<file path="src/rtl/rx_sample_sched_pkg.sv">
// rx_sample_sched_pkg
// Shared definitions for the receive-window scheduler: default counter
// widths, channel-select width, FSM state encoding and the channel-wrap
// helper used by the channel scan counter.
// No ports (package).

package rx_sample_sched_pkg;

    localparam int CNT_W_DEF = 16;
    localparam int GAP_W_DEF = 8;
    localparam int CH_W      = 3;

    typedef enum logic [1:0] {
        ST_IDLE  = 2'd0,
        ST_DELAY = 2'd1,
        ST_SCAN  = 2'd2,
        ST_GAP   = 2'd3
    } sched_state_t;

    // Next channel in a scan: wraps to channel 0 after the last active one,
    // so a back-to-back frame needs no separate reload.
    function automatic logic [CH_W-1:0] next_sel(input logic [CH_W-1:0] cur,
                                                 input logic [CH_W-1:0] last);
        logic [CH_W-1:0] nxt;
        if (cur == last) begin
            nxt = '0;
        end else begin
            nxt = cur + CH_W'(1);
        end
        return nxt;
    endfunction

endpackage

</file>
<file path="src/rtl/rx_sample_sched_if.sv">
// rx_sample_sched_if
// Bundles the configuration, trigger, FIFO status and sequencing outputs of
// the receive-window scheduler.
//   master : drives enable/trig/channels/cfg_*/fifo_full/ovr_clr,
//            observes sel/wr_en/busy/done/overrun/frame_cnt
//   slave  : the scheduler side (mirror of master)

interface rx_sample_sched_if
    import rx_sample_sched_pkg::*;
#(
    parameter int CNT_W = CNT_W_DEF,
    parameter int GAP_W = GAP_W_DEF
);

    logic             enable;
    logic             trig;
    logic [CH_W-1:0]  channels;
    logic [CNT_W-1:0] cfg_delay;
    logic [CNT_W-1:0] cfg_window;
    logic [GAP_W-1:0] cfg_gap;
    logic             fifo_full;
    logic             ovr_clr;

    logic [CH_W-1:0]  sel;
    logic             wr_en;
    logic             busy;
    logic             done;
    logic             overrun;
    logic [CNT_W-1:0] frame_cnt;

    modport master (
        output enable, trig, channels, cfg_delay, cfg_window, cfg_gap,
               fifo_full, ovr_clr,
        input  sel, wr_en, busy, done, overrun, frame_cnt
    );

    modport slave (
        input  enable, trig, channels, cfg_delay, cfg_window, cfg_gap,
               fifo_full, ovr_clr,
        output sel, wr_en, busy, done, overrun, frame_cnt
    );

endinterface

</file>
<file path="src/rtl/rx_sample_sched_ch_scan_cnt.sv">
// ch_scan_cnt
// Loadable channel-select counter for one frame scan.
//   clk, reset_n : clock and asynchronous active-low reset
//   start        : force sel back to channel 0 (window start or abort)
//   adv          : step to the next channel, wrapping after ch_last
//   ch_last      : index of the last active channel
//   sel          : registered channel-mux select
//   last         : sel is on the last channel of the frame

module ch_scan_cnt
    import rx_sample_sched_pkg::*;
(
    input  logic            clk,
    input  logic            reset_n,
    input  logic            start,
    input  logic            adv,
    input  logic [CH_W-1:0] ch_last,
    output logic [CH_W-1:0] sel,
    output logic            last
);

    // start takes priority so an abort always lands on channel 0.
    always_ff @(posedge clk or negedge reset_n) begin
        if (!reset_n) begin
            sel <= '0;
        end else if (start) begin
            sel <= '0;
        end else if (adv) begin
            sel <= next_sel(sel, ch_last);
        end
    end

    assign last = (sel == ch_last);

endmodule

</file>
<file path="src/rtl/rx_sample_sched.sv">
// rx_sample_sched
// Trigger-driven receive-window scheduler. After an accepted trigger it
// waits the programmed range delay, then issues cfg_window frames, each a
// contiguous scan of channels 0..ch_last with a FIFO write enable, separated
// by cfg_gap idle clocks. Writes into a full FIFO set a sticky overrun flag.
//   clk, reset_n : clock and asynchronous active-low reset
//   bus (slave)  : enable, trig, channels, cfg_delay, cfg_window, cfg_gap,
//                  fifo_full, ovr_clr in; sel, wr_en, busy, done, overrun,
//                  frame_cnt out (all outputs registered)

module rx_sample_sched
    import rx_sample_sched_pkg::*;
#(
    parameter int CNT_W = CNT_W_DEF,
    parameter int GAP_W = GAP_W_DEF
)(
    input  logic            clk,
    input  logic            reset_n,
    rx_sample_sched_if.slave bus
);

    sched_state_t     state, state_nxt;

    logic [CNT_W-1:0] dly_cnt,   dly_cnt_nxt;
    logic [GAP_W-1:0] gap_cnt,   gap_cnt_nxt;
    logic [CNT_W-1:0] win_lat,   win_lat_nxt;
    logic [GAP_W-1:0] gap_lat,   gap_lat_nxt;
    logic [CH_W-1:0]  ch_lat,    ch_lat_nxt;
    logic [CNT_W-1:0] frame_q,   frame_nxt;
    logic             wr_en_q,   wr_en_nxt;
    logic             busy_q,    busy_nxt;
    logic             done_q,    done_nxt;
    logic             ovr_q,     ovr_nxt;

    logic             scan_start;
    logic             scan_adv;
    logic             scan_last;
    logic [CH_W-1:0]  sel_q;
    logic [CNT_W-1:0] frame_inc;

    assign frame_inc = frame_q + CNT_W'(1);

    // Channel counter: sel is its register, so it stays a registered output.
    ch_scan_cnt u_scan (
        .clk     (clk),
        .reset_n (reset_n),
        .start   (scan_start),
        .adv     (scan_adv),
        .ch_last (ch_lat),
        .sel     (sel_q),
        .last    (scan_last)
    );

    // State and output registers.
    always_ff @(posedge clk or negedge reset_n) begin
        if (!reset_n) begin
            state   <= ST_IDLE;
            dly_cnt <= '0;
            gap_cnt <= '0;
            win_lat <= '0;
            gap_lat <= '0;
            ch_lat  <= '0;
            frame_q <= '0;
            wr_en_q <= 1'b0;
            busy_q  <= 1'b0;
            done_q  <= 1'b0;
            ovr_q   <= 1'b0;
        end else begin
            state   <= state_nxt;
            dly_cnt <= dly_cnt_nxt;
            gap_cnt <= gap_cnt_nxt;
            win_lat <= win_lat_nxt;
            gap_lat <= gap_lat_nxt;
            ch_lat  <= ch_lat_nxt;
            frame_q <= frame_nxt;
            wr_en_q <= wr_en_nxt;
            busy_q  <= busy_nxt;
            done_q  <= done_nxt;
            ovr_q   <= ovr_nxt;
        end
    end

    // Next-state and next-output logic. The window config is only sampled
    // on an accepted trigger, so config changes or re-triggers while busy
    // have no effect. Dropping enable overrides everything else outside IDLE.
    always_comb begin
        state_nxt   = state;
        dly_cnt_nxt = dly_cnt;
        gap_cnt_nxt = gap_cnt;
        win_lat_nxt = win_lat;
        gap_lat_nxt = gap_lat;
        ch_lat_nxt  = ch_lat;
        frame_nxt   = frame_q;
        wr_en_nxt   = wr_en_q;
        busy_nxt    = busy_q;
        done_nxt    = 1'b0;
        scan_start  = 1'b0;
        scan_adv    = 1'b0;

        case (state)
            ST_IDLE: begin
                if (bus.trig && bus.enable && (bus.cfg_window != '0)) begin
                    ch_lat_nxt  = bus.channels;
                    win_lat_nxt = bus.cfg_window;
                    gap_lat_nxt = bus.cfg_gap;
                    frame_nxt   = '0;
                    busy_nxt    = 1'b1;
                    scan_start  = 1'b1;
                    if (bus.cfg_delay == '0) begin
                        state_nxt = ST_SCAN;
                        wr_en_nxt = 1'b1;
                    end else begin
                        state_nxt   = ST_DELAY;
                        dly_cnt_nxt = bus.cfg_delay;
                    end
                end
            end

            ST_DELAY: begin
                if (dly_cnt == CNT_W'(1)) begin
                    state_nxt = ST_SCAN;
                    wr_en_nxt = 1'b1;
                end else begin
                    dly_cnt_nxt = dly_cnt - CNT_W'(1);
                end
            end

            ST_SCAN: begin
                // The counter wraps to channel 0 on its own at frame end,
                // which covers the back-to-back, gap and completion cases.
                scan_adv = 1'b1;
                if (scan_last) begin
                    frame_nxt = frame_inc;
                    if (frame_inc == win_lat) begin
                        state_nxt = ST_IDLE;
                        wr_en_nxt = 1'b0;
                        busy_nxt  = 1'b0;
                        done_nxt  = 1'b1;
                    end else if (gap_lat != '0) begin
                        state_nxt   = ST_GAP;
                        wr_en_nxt   = 1'b0;
                        gap_cnt_nxt = gap_lat;
                    end
                end
            end

            ST_GAP: begin
                if (gap_cnt == GAP_W'(1)) begin
                    state_nxt = ST_SCAN;
                    wr_en_nxt = 1'b1;
                end else begin
                    gap_cnt_nxt = gap_cnt - GAP_W'(1);
                end
            end

            default: begin
                state_nxt = ST_IDLE;
            end
        endcase

        // Abort: frame_cnt keeps the number of frames completed so far.
        if (!bus.enable && (state != ST_IDLE)) begin
            state_nxt  = ST_IDLE;
            wr_en_nxt  = 1'b0;
            busy_nxt   = 1'b0;
            done_nxt   = 1'b0;
            frame_nxt  = frame_q;
            scan_adv   = 1'b0;
            scan_start = 1'b1;
        end
    end

    // Sticky overrun: a write into a full FIFO beats a simultaneous clear.
    always_comb begin
        ovr_nxt = ovr_q;
        if (wr_en_q && bus.fifo_full) begin
            ovr_nxt = 1'b1;
        end else if (bus.ovr_clr) begin
            ovr_nxt = 1'b0;
        end
    end

    assign bus.sel       = sel_q;
    assign bus.wr_en     = wr_en_q;
    assign bus.busy      = busy_q;
    assign bus.done      = done_q;
    assign bus.overrun   = ovr_q;
    assign bus.frame_cnt = frame_q;

endmodule

</file>
<file path="src/flat_wrapper.sv">
// flat-port wrapper written by rule: the top's interface ports become plain ports
module rx_sample_sched_flat import rx_sample_sched_pkg::*;
#(
    parameter int CNT_W = CNT_W_DEF,
    parameter int GAP_W = GAP_W_DEF
)
  (clk, reset_n, bus_enable, bus_trig, bus_channels, bus_cfg_delay, bus_cfg_window, bus_cfg_gap, bus_fifo_full, bus_ovr_clr, bus_sel, bus_wr_en, bus_busy, bus_done, bus_overrun, bus_frame_cnt);
  rx_sample_sched_if #(.CNT_W(CNT_W), .GAP_W(GAP_W)) bus_i ();
  input  logic clk;
  input  logic reset_n;
  input wire logic [$bits(bus_i.enable)-1:0] bus_enable;
  input wire logic [$bits(bus_i.trig)-1:0] bus_trig;
  input wire logic [$bits(bus_i.channels)-1:0] bus_channels;
  input wire logic [$bits(bus_i.cfg_delay)-1:0] bus_cfg_delay;
  input wire logic [$bits(bus_i.cfg_window)-1:0] bus_cfg_window;
  input wire logic [$bits(bus_i.cfg_gap)-1:0] bus_cfg_gap;
  input wire logic [$bits(bus_i.fifo_full)-1:0] bus_fifo_full;
  input wire logic [$bits(bus_i.ovr_clr)-1:0] bus_ovr_clr;
  output wire logic [$bits(bus_i.sel)-1:0] bus_sel;
  output wire logic [$bits(bus_i.wr_en)-1:0] bus_wr_en;
  output wire logic [$bits(bus_i.busy)-1:0] bus_busy;
  output wire logic [$bits(bus_i.done)-1:0] bus_done;
  output wire logic [$bits(bus_i.overrun)-1:0] bus_overrun;
  output wire logic [$bits(bus_i.frame_cnt)-1:0] bus_frame_cnt;
  assign bus_i.enable = bus_enable;
  assign bus_i.trig = bus_trig;
  assign bus_i.channels = bus_channels;
  assign bus_i.cfg_delay = bus_cfg_delay;
  assign bus_i.cfg_window = bus_cfg_window;
  assign bus_i.cfg_gap = bus_cfg_gap;
  assign bus_i.fifo_full = bus_fifo_full;
  assign bus_i.ovr_clr = bus_ovr_clr;
  assign bus_sel = bus_i.sel;
  assign bus_wr_en = bus_i.wr_en;
  assign bus_busy = bus_i.busy;
  assign bus_done = bus_i.done;
  assign bus_overrun = bus_i.overrun;
  assign bus_frame_cnt = bus_i.frame_cnt;
  rx_sample_sched #(.CNT_W(CNT_W), .GAP_W(GAP_W)) u_core (.clk(clk), .reset_n(reset_n), .bus(bus_i));
endmodule
</file>
<file path="config.mk">
export PLATFORM = sky130hd
export DESIGN_NAME = rx_sample_sched_flat
export DESIGN_NICKNAME = d
export VERILOG_FILES = /design/src/rtl/rx_sample_sched_pkg.sv /design/src/rtl/rx_sample_sched_if.sv /design/src/rtl/rx_sample_sched_ch_scan_cnt.sv /design/src/rtl/rx_sample_sched.sv /design/src/flat_wrapper.sv
export SDC_FILE = /design/constraint.sdc
export NUM_CORES = 1
export LEC_CHECK = 0
export BUFFER_PORTS_ARGS = -buffer_cell sky130_fd_sc_hd__buf_2
export CAP_MARGIN = 30
export CORE_MARGIN = 2
export CORE_UTILIZATION = 25
export CTS_CLUSTER_DIAMETER = 50
export CTS_CLUSTER_SIZE = 12
export DETAILED_ROUTE_END_ITERATION = 6
export GPL_TIMING_DRIVEN = 0
export PLACE_DENSITY = 0.51
export SETUP_SLACK_MARGIN = 0.02
export SYNTH_ARGS = -nofsm -noshare
export SYNTH_HDL_FRONTEND = slang
export SYNTH_SLANG_ARGS = --single-unit
</file>
<file path="constraint.sdc">
create_clock -name clk -period 6.6 [get_ports clk]
set_input_delay 0.66 -clock clk [delete_from_list [all_inputs] [get_ports clk]]
set_output_delay 0.66 -clock clk [all_outputs]
set_load 0.005 [all_outputs]
</file>
==> impl_metrics.yaml <==
floorplan:
  die-height_um: 138
  io_pins: 72
  rows: 49
  die_w_um: 138
  die-area_mm2: 0.0191
  core_mm2: 0.0178
  start_util_pct: 25.3
sta:
  rsz0062_at_grt: "false"
  hold_viol_final: 0
  max_freq_mhz: 308
  maxSlewViolCount: 0
  fin_crit_ns: 3.25
  final.setup.tns_ns: 0
  finalCritPeriodShare_pct: 49.2
  setup_viol: 0
  tightest_slew_ns: 0.750
  fin_worst_skew_ns: 0.00502
  relSlewSlack_pct: 50.0
pwr:
  power_density_mw_per_mm2: 411
  seqPwrFrac_pct: 36.4
  ir_drop_uv: 150
  combPwrFrac_pct: 37.3
  internal-power_mw: 1.42
  switching_share_pct: 37.8
  leakage_nw: 2.38
  switchingPower_uw: 860
  clockPowerShare_pct: 26.4
drt:
  num_vias: 4118
  detail_route.wl_per_cell_um: 16.4
  avgViaCountPerCell: 5.10
  drc: 0
  ant_nets: 0
  routed_wl_mm: 13.2
  drt_iter0_markers: 388
  dr.pass1.iters: 5
synthesis:
  yosys.area.top_type: "dfrtp_1"
  synth-seq-area-share_pct: 42.2
  ys_types: 63
  postSynthCellCount: 490
  synth.top_cell.area_share_pct: 42.2
  synth.most_common_cell: "dfrtp_1"
  synth_ff_type: "dfrtp_1"
  synth_seq_cells: 76
  syn_nets: 545
  yosys-top-cells-count: "76 x dfrtp_1, 48 x o21ai_0, 47 x nor2_1, 38 x nand2_1, 28 x mux2_2"
  synth.avg_cell_area_um2: 9.20
  ys_warn_count: 0
  netlist_area_mm2: 0.00451
  synth_area_leaders: "dfrtp_1 42%, mux2_2 7.0%, o21ai_0 5.3%"
  ys_async_sr_fraction_pct: 100
  synth_edf_count: 0
cts:
  clkTransAtPathRegs_ns: 0.06
  cts-resized-gates: 0
  cts_buffers: 9
  clockBufferDepth: 2
  cts.htree.levels: 3
  root_buffer: "clkbuf_16"
  postCtsSetupBuffers: 0
  cts_hold_buf: 0
  clkLatencyLatePin_ns: 0.35
  cts_tree: "yes"
  cts_sinks: 76
finish:
  syn2layout_area_growth_pct: 22.9
  n_antenna_cell: 0
  fin_nets: 628
  drive_above_1_share_pct: 23.2
  final_area_mm2: 0.00554
outcome:
  status: "finished, final reports clean"
global_routing:
  grtUsageTotal_pct: 14.1
  grt_max_degree: 46
  grt_pass1_vias: 4108
  grt_overflow: 0
  grt_first_pass_wirelength_mm: 21.8
  antenna_found_initial: 0
critical_path:
  end_kind: "flop"
  path_buf_inv: 0
  cp_slowest_stage_delay_ns: 0.55
  cp.arrival_ns: 3.49
  cpMaxStageDelayCell: "a2111oi_1"
  worst_ep_required_time_ns: 6.84
  start_kind: "flop"
  path_cells: "ha_1 -> nand2_1 -> nor2_1 -> xnor2_1 -> a2111oi_1 -> nand4_2 -> nand3_1 -> o21ai_1 -> o221a_1"
  path_max_fanout: 7
  critical_path_class: "reg -> reg"
  cp_top_family: "simple AND/OR/NAND/NOR gates"
job:
  max_cap_violations: 0
place:
  place_congestion: 0.837
  place_area_mm2: 0.00518
  dp_hpwl_mm: 9.84
  port_buffers: 71
hold_path:
  hp-class: "in -> async"
## cells in the final DEF (no fill, tap or decap), types with 3 or more instances in the layout
master     count
a31oi_1        6
ha_1           6
nand3_1       17
buf_2         77
or4_1          4
or3_1          5
a21oi_1       23
nor2_1        47
xnor2_1       15
a22oi_1        9
nand4_1        4
nor4_1        11
and3_1         3
o21ai_0       48
a32oi_1        3
nor3_1        15
a211oi_1       3
clkbuf_1      15
bufinv_16      3
nor4_2         3
and2_1         4
o22ai_1        5
inv_1         15
dfrtp_1       76
xor2_1         8
o31ai_1        7
a21o_1         5
nand2b_1       9
and4_1         3
clkbuf_16      9
o21ai_1        6
a22o_1         4
nand2_1       38
mux2_2        28
## per-layer routing
layer	vias up	part of all wire (%)	track usage [%]
met5	-	0	0
met4	0	1.5	3.65
met3	18	5.2	4.12
met2	122	48	23.1
met1	2005	45	18.4
li1	1973	-	-
## area by class of cell
class	instances	area, µm²
multi-input combinational	374	2440
clock buffer	11	253
timing repair buffer	72	385
fill	1871	12300
inverter	15	56.3
clock inverter	5	108
tap	229	287
buffer	25	108
sequential	76	1900
## kinds of logic after synthesis
| group | after synthesis | share of synthesized area, % |
|---|---|---|
| adder cells (fa/ha/maj) | 6 | 1.67 |
| AO/OA/AOI/OAI | 140 | 20.1 |
| multiplexers | 30 | 7.44 |
| buffers and inverters | 40 | 3.64 |
| AND/OR/NAND/NOR | 175 | 20.5 |
| XOR/XNOR | 23 | 4.47 |
| flip-flops | 76 | 42.2 |
## through the flow
step | util [%] | instances | worst slack (ns) | hold slack (ns) | total power, mW
floorplan | - | 490 | 3.97 | 0.364 | 1.42
global placement | 28.9 | 790 | 3.07 | 0.470 | 1.65
detailed placement | 29.0 | 791 | 3.10 | 0.474 | 1.68
CTS | 31.0 | 807 | 3.35 | 0.259 | 2.29
global route | 31.0 | 807 | 3.09 | 0.280 | 2.45
finish | 31.0 | 807 | 3.35 | 0.246 | 2.28
## registers in the layout (all words and copies together), names as in the netlist
name and cells:
u_core.ch_lat 3, u_core.gap_lat 8, u_core.bus.done 1, u_core.state 2, u_core.bus.overrun 1, u_core.win_lat 16, u_core.bus.wr_en 1, u_core.u_scan.sel 3
u_core.dly_cnt 16, u_core.bus.frame_cnt 16, u_core.bus.busy 1, u_core.gap_cnt 8
## final timing paths
path / slack, ns / cells past startpoint / from / endpoint
worst max register to register: 3.35 / 9 / u_core.bus.frame_cnt[0] / u_core.gap_cnt[1]
worst min register to register: 0.49 / 2 / u_core.dly_cnt[15] / u_core.dly_cnt[15]
worst max-delay path: 3.35 / 9 / u_core.bus.frame_cnt[0] / u_core.gap_cnt[1]
worst min-delay path: 0.25 / 1 / reset_n / u_core.bus.frame_cnt[0]
max in group asynchronous: 5.77 / 2 / reset_n / u_core.bus.wr_en
min in group clk: 0.49 / 2 / u_core.dly_cnt[15] / u_core.dly_cnt[15]
## power groups by stage
stage                     combinational, mW  sequential, mW  clock (mW)
after detailed placement              0.845           0.837           0
after global placement                0.821           0.828           0
after floorplan                       0.635           0.784           0
after CTS                             0.848           0.830       0.614
after global routing                  0.952           0.858       0.636
final                                 0.849           0.829       0.600
No activity file was read; power rests on OpenSTA's default activity.
